--- src/rtl/tape_rec.sv ---
// tape_rec: cassette recorder, decodes pulse-width cass bits into bytes and writes them to the tape area
// Ports:
//   clk, reset            100 MHz clock, asynchronous active-high reset
//   ctrl[1:0]             tape control (10 = REC, anything else stops recording)
//   cass                  CPU cassette output, asynchronous to clk
//   mem_addr/data/req/ack byte write port; req held until a one-cycle ack
//   length                bytes committed since REC entry
//   recording             registered ctrl==REC
//   overrun, full         sticky status, cleared on REC entry
module tape_rec #(
  parameter int THRESH = 40000,
  parameter int MIN_PERIOD = 5000,
  parameter int TIMEOUT = 200000,
  parameter int CNT_W = 18
) (
  input  logic        clk,
  input  logic        reset,
  input  logic [1:0]  ctrl,
  input  logic        cass,
  output logic [15:0] mem_addr,
  output logic [7:0]  mem_data,
  output logic        mem_req,
  input  logic        mem_ack,
  output logic [15:0] length,
  output logic        recording,
  output logic        overrun,
  output logic        full
);
  typedef enum logic [2:0] {IDLE, HUNT, DATA, STOP1, STOP2} state_t;
  localparam logic [CNT_W-1:0] CNT_TO = CNT_W'(TIMEOUT);
  localparam logic [CNT_W-1:0] CNT_MIN = CNT_W'(MIN_PERIOD);
  localparam logic [CNT_W-1:0] CNT_TH = CNT_W'(THRESH);
  state_t state, state_nx;
  logic sync1, sync2, sync3;
  logic [CNT_W-1:0] cnt;
  logic bit_v, bit_val;
  logic [7:0] sh, sh_nx;
  logic [2:0] bitcnt, bitcnt_nx;
  logic commit, commit_nx;
  logic rec, entry, rise, timeout, edge_ok;
  assign rec = ctrl == 2'b10;
  // IDLE is only ever seen with rec high on the first REC cycle
  assign entry = rec && state == IDLE;
  assign rise = sync2 && !sync3;
  assign timeout = cnt == CNT_TO;
  // Edges too close to the previous one are glitches and leave the counter running
  assign edge_ok = rise && cnt >= CNT_MIN;
  always_ff @(posedge clk or posedge reset) begin
    if (reset) begin
      {sync1, sync2, sync3} <= 3'b000;
      cnt <= '0;
      bit_v <= 1'b0;
      bit_val <= 1'b0;
    end else begin
      {sync1, sync2, sync3} <= {cass, sync1, sync2};
      cnt <= entry ? CNT_TO : edge_ok ? '0 : timeout ? cnt : cnt + CNT_W'(1);
      // An edge after a saturated count only resynchronises, it carries no bit
      bit_v <= edge_ok && !timeout && !entry;
      bit_val <= cnt < CNT_TH;
    end
  end
  always_ff @(posedge clk or posedge reset) begin
    if (reset) begin
      state <= IDLE;
      sh <= 8'h00;
      bitcnt <= 3'd0;
      commit <= 1'b0;
    end else begin
      state <= state_nx;
      sh <= sh_nx;
      bitcnt <= bitcnt_nx;
      commit <= commit_nx;
    end
  end
  always_comb begin
    state_nx = state;
    sh_nx = sh;
    bitcnt_nx = bitcnt;
    commit_nx = 1'b0;
    if (!rec) state_nx = IDLE;
    else if (state == IDLE) state_nx = HUNT;
    else if (timeout && state != HUNT) state_nx = HUNT;
    else if (bit_v)
      case (state)
        HUNT: begin
          state_nx = bit_val ? HUNT : DATA;
          bitcnt_nx = 3'd0;
        end
        DATA: begin
          sh_nx = {bit_val, sh[7:1]};
          bitcnt_nx = bitcnt + 3'd1;
          state_nx = bitcnt == 3'd7 ? STOP1 : DATA;
        end
        STOP1: state_nx = bit_val ? STOP2 : HUNT;
        STOP2: begin
          state_nx = HUNT;
          commit_nx = bit_val;
        end
        default: state_nx = IDLE;
      endcase
  end
  // sh is stable in HUNT, so the byte is still valid the cycle after commit
  always_ff @(posedge clk or posedge reset) begin
    if (reset) begin
      mem_addr <= 16'h0000;
      mem_data <= 8'h00;
      mem_req <= 1'b0;
      length <= 16'h0000;
      recording <= 1'b0;
      overrun <= 1'b0;
      full <= 1'b0;
    end else begin
      recording <= rec;
      if (mem_req && mem_ack) begin
        mem_req <= 1'b0;
        if (length == 16'hFFFF) full <= 1'b1;
        else length <= length + 16'd1;
      end
      if (commit && mem_req) overrun <= 1'b1;
      else if (commit && !full) begin
        mem_req <= 1'b1;
        mem_addr <= length;
        mem_data <= sh;
      end
      if (entry) begin
        length <= 16'h0000;
        overrun <= 1'b0;
        full <= 1'b0;
      end
    end
  end
endmodule
--- config.mk ---
export PLATFORM = sky130hd
export DESIGN_NAME = tape_rec
export DESIGN_NICKNAME = d
export VERILOG_FILES = /design/src/rtl/tape_rec.sv
export SDC_FILE = /design/constraint.sdc
export NUM_CORES = 1
export LEC_CHECK = 0
export CAP_MARGIN = 20
export CELL_PAD_IN_SITES_DETAIL_PLACEMENT = 0
export CELL_PAD_IN_SITES_GLOBAL_PLACEMENT = 1
export CORE_MARGIN = 5
export CORE_UTILIZATION = 45
export CTS_BUF_LIST = sky130_fd_sc_hd__clkbuf_2
export DETAILED_ROUTE_END_ITERATION = 12
export PLACE_DENSITY = 0.8
export SYNTH_ARGS = -nofsm -noshare
export SYNTH_HDL_FRONTEND = slang
export SYNTH_SLANG_ARGS = --single-unit
--- constraint.sdc ---
create_clock -name clk -period 3.1 [get_ports clk]
set_input_delay 0.62 -clock clk [delete_from_list [all_inputs] [get_ports clk]]
set_output_delay 0.62 -clock clk [all_outputs]
set_load 0.05 [all_outputs]
# [Word level (Yosys, flattened, before mapping)]
# Index checks and enable logic that the tools add are counted.
[word_totals] register_bits=82 latch_bits=0 ramBits=0 mem_bits_ro=0 inputBits=6 output_inout_bits=44 word_cells=88 memories=0
[op_classes] n_addsub=3 multipliers=0 div=0 order_cmp=2 n_eq_ne=12 shifts=0 mux=28 bitwise_logic=3 reduce_logical=23
[ops] operator="$mux 18" count=3
[ops] operator="$mux 16" count=3
[ops] operator="$add 18x1->18 const B" count=1
[ops] operator="$eq 18x18->1 const B" count=1
[ops] operator="$ge 18x13->1 const B" count=1
[ops] operator="$lt 18x16->1 const B" count=1
[ops] operator="$add 16x1->16 const B" count=1
[ops] operator="$eq 16x16->1 const B" count=1
[ops] operator="$mux 3" count=5
[ops] operator="$mux 1" count=14
[ops] operator="$pmux 3 s4" count=1
[ops] operator="$reduce_and 5->1" count=2
[ops] operator="$logic_and 1x1->1" count=9
[ops] operator="$reduce_bool 2->1" count=4
[ops] operator="$eq 3x2->1 const B" count=2
[ops] operator="$eq 3x3->1 const B" count=2
[ops] operator="$pmux 3 s2" count=1
[ops] operator="$reduce_and 2->1" count=3
[ops] operator="$logic_not 1->1" count=4
[ops] operator="$ne 4x2->1 const B" count=1
[ops] operator="$add 3x1->3 const B" count=1
[ops] operator="$eq 3x1->1 const B" count=1
[ops] operator="$logic_not 3->1" count=1
[ops] operator="$ne 3x1->1 const B" count=1
[ops] operator="5 further kinds" count=7

# [Depth between registers and ports, before layout]
[depth] word_depth=7 mapped_depth=6

# [Worst setup path before layout]
# No wires, ideal clock.
[synth_path] path_type="reg-to-reg" start="reg length[7]" end="reg length[15]" t_arrival_ns=2.114 required_time_ns=3.023 setup_slack_ns=0.909 path_stages_with_launch=5 path_buffers=0 period_less_slack_ns=2.191 cell_sequence="dfrtp_1 > nand4_2 > or4_4 > or4_1 > a21oi_1"
[synth_via] elab_chain_cells=4 word_cells_on_any_way=7
[synth_rtl] item="start: declaration" line="24" source="output logic [15:0] length,"
[synth_rtl] item="start signal: assignment" line="117" source="else length <= length + 16'd1;"
[synth_rtl] item="$add 16x1->16" line="117"
[synth_rtl] item="$mux 16" line="116" source="if (length == 16'hFFFF) full <= 1'b1;"
[synth_rtl] item="$mux 16" line="114" source="if (mem_req && mem_ack) begin"
[synth_rtl] item="$mux 16" line="125" source="if (entry) begin"
# Several ways; a longest one is shown, not always the timed one. The select of a mux whose other input is x is not followed.
# A chain may end at the register's enable or synchronous reset.

# [Worst setup path after layout]
[layout_path] start="reg length[10]" end="out length[10]"
# No word-level cell between the ends.

==> impl_metrics.yaml <==
timing:
  min_period_ns: 2.546
  tightestPinTransition_ns: 0.7903
  rsz0062_at_grt: "false"
  post-route-period-util_pct: 82.12
  finalHoldViolCount: 0
  finClkSkew_ns: 0.02077
  tns_ns: 0
  maxSlewViolCount: 0
  setup_viol: 0
  slew_headroom_pct: 46.87
  fmax_mhz: 392.8
logic_synthesis:
  synth_area_leader_cell: "dfrtp_1"
  ys.flop_type: "dfrtp_1"
  yosysUniqueCellTypes: 50
  avgSynthCellArea_um2: 10.62
  syn_inst: 370
  synthTopCellsByArea: "dfrtp_1, mux2_2, a21oi_1"
  netlist_area_um2: 3930
  synth_top_area_share_pct: 52.21
  synth_edf_count: 0
  synth_nets: 381
  synth_seq_area_share_pct: 52.21
  ys_async_sr_fraction_pct: 100.0
  synth_warnings: 0
  yosys_register_bits: 82
critical_path:
  worstReg2RegEnd: "sh[4]$_DFFE_PP0P_"
  ff2ff_path_depth: 4
  worstPathArrival_ns: 1.93
  cp.required_ns: 2.48
  end_kind: "primary output"
  r2r_slack_ns: 1.04
  crit_type: "register to primary output"
  path_cells: "clkdlybuf4s50_1"
  cp_max_fo: 9
  path_buf_inv: 1
  r2r-start: "cnt[12]$_DFFE_PP0P_"
  cp_slowest_cell: "clkdlybuf4s50_1"
  crit_family: "buffers and inverters"
  max_stage_delay_ns: 0.86
  cp-startpoint: "length[10]$_DFFE_PP0P_"
  crit_path_end: "length[10]"
  cp-start-kind: "register"
  path_depth: 1
power_and_ir_drop:
  leakage_uw: 0.001969
  combPwrFrac_pct: 11.9
  power.density_nw_per_um2: 442.4
  ir_worst_vdd_v: 0.0002450
  swShare_pct: 31.02
  p_switching_uw: 641.4
  p_int_uw: 1426
  clkPwrFrac_pct: 29.6
  seqPwrFrac_pct: 58.4
placed_design:
  finalWeightedCongestion: 0.8380
  portBuffers: 49
  hpwl_mm: 5.821
die:
  die_y_um: 103.5
  dieWidth_um: 103.5
  rows: 34
  io_pins: 50
  die_area_um2: 10700
  core_um2: 8636
  start_util_pct: 45.51
clock_network:
  clock_latency_ns: 0.55
  tritoncts: "yes"
  root_buffer: "clkbuf_2"
  postCtsHoldBufs: 0
  ctsResizeCount: 0
  cts_num_sinks: 82
  numCtsBuffers: 9
  cts_setup_buffers: 0
  clock_path_buffers: 2
  htree_levels: 3
  clkTransAtPathRegs_ns: 0.25
cells_and_area:
  fin_util_pct: 54.13
  finalNetCount: 433
  drive_above_1_share_pct: 14.99
  area_growth_pct: 18.94
  diodes: 0
  mostFrequentLayoutCell: "dfrtp_1"
  final_cell_mix: "dfrtp_1, clkdlybuf4s50_1, mux2_2, nand2_1, a21oi_1"
flow_run:
  max_cap_violations: 0
grt:
  grt_start_max_net_pins: 58
  antenna_found_initial: 0
  grt_pass1_vias: 2894
  grt-ovfl-total: 0
  grt_usage_pct: 16.51
  grt_pass1_wl_mm: 13.88
drt:
  vias_per_cell: 5.662
  vias: 3029
  postRouteAntennaNets: 0
  wl_per_cell_um: 15.53
  drt_iter0_markers: 88
  drt_pass1_iterations: 4
  drc: 0
  wl_mm: 8.308
status:
  status: "complete, no violations"
hold_path:
  hp-class: "primary input to asynchronous set/reset pin"
==> registers in the layout, indices dropped and copies added (netlist names) <==
name       cells
bit_v          1
bit_val        1
bitcnt         3
cnt           18
commit         1
full           1
length        16
mem_addr      16
mem_data       8
mem_req        1
overrun        1
recording      1
sh             8
state          3
sync1          1
sync2          1
sync3          1
==> cell type report <==
type                            count  area (um^2)
Fill cell                         750         3961
Sequential cell                    82         2052
Multi-Input combinational cell    261         1769
Timing Repair Buffer               53        533.0
Tap cell                          108        135.1
Clock inverter                      7        82.58
Inverter                           15        57.56
Clock buffer                        9        45.04
==> worst register-to-register path, stage by stage, from the launching register on <==
cell and delay, ns:
dfrtp_1 0.48, nand4b_1 0.23, nor4_2 0.62, a21oi_2 0.30
mux2_2 0.35
==> cell usage after synthesis (all sizes together) (4+ instances only) <==
cell and instances:
dfrtp 82, mux2 32, nand2 27, a21oi 25
nor2 22, o21ai 19, nand3 16, inv 15
nor3 13, nand4 9, or4 9, nor4 8
xnor2 8, clkbuf 7, or3 7, o31ai 6
a31oi 5, and3 5, buf 5, ha 5
mux2i 5, nand2b 5, nor3b 4
==> metrics by stage <==
stage / hold slack (ns) / total power, uW / area [um^2] / setup WS [ns] / instances
2_1_floorplan: 0.3312 / 1397 / 3930 / 0.3716 / 370
3_5_place_dp: 0.3347 / 1472 / 4547 / 0.5909 / 519
5_1_grt: 0.3365 / 2177 / 4674 / 0.4409 / 535
6_report: 0.3506 / 2068 / 4674 / 0.5544 / 535
3_3_place_gp: 0.3332 / 1469 / 4547 / 0.5968 / 519
4_1_cts: 0.3325 / 2088 / 4674 / 0.5091 / 535
==> worst min path at each step <==
stage,start,to,slack [ns],cells past startpoint
finish,reset,mem_addr[14]$_DFFE_PP0P_,0.35,2
global route,reset,mem_addr[14]$_DFFE_PP0P_,0.34,2
CTS,reset,mem_data[1]$_DFFE_PP0P_,0.33,2
detailed placement,sync1$_DFF_PP0_,sync2$_DFF_PP0_,0.33,0
global placement,sync1$_DFF_PP0_,sync2$_DFF_PP0_,0.33,0
floorplan,sync1$_DFF_PP0_,sync2$_DFF_PP0_,0.33,0
==> metal layers <==
| layer | vias up | global-route usage, % | wire length, um |
|---|---|---|---|
| li1 | 1474 | - | - |
| met1 | 1464 | 21.60 | 3773 |
| met2 | 78 | 26.67 | 3997 |
| met3 | 13 | 3.555 | 410 |
| met4 | 0 | 6.773 | 127 |
| met5 | - | 0 | 0 |
==> cell families after synthesis <==
| group | synth area share (%) |
|---|---|
| compound gates | 11.08 |
| xor+xnor | 2.452 |
| flops | 52.21 |
| mux | 10.44 |
| buf+inv | 2.897 |
| simple gates | 19.33 |
| fa+ha+maj | 1.592 |
==> power by group through the flow <==
stage               Sequential (uW)  Combinational [uW]  Clock [uW]
finish                         1210                 247         613
global route                   1220                 285         672
CTS                            1210                 249         631
detailed placement             1230                 246           0
global placement               1230                 243           0
floorplan                      1200                 194           0
No activity file was read; power rests on OpenSTA's default activity.
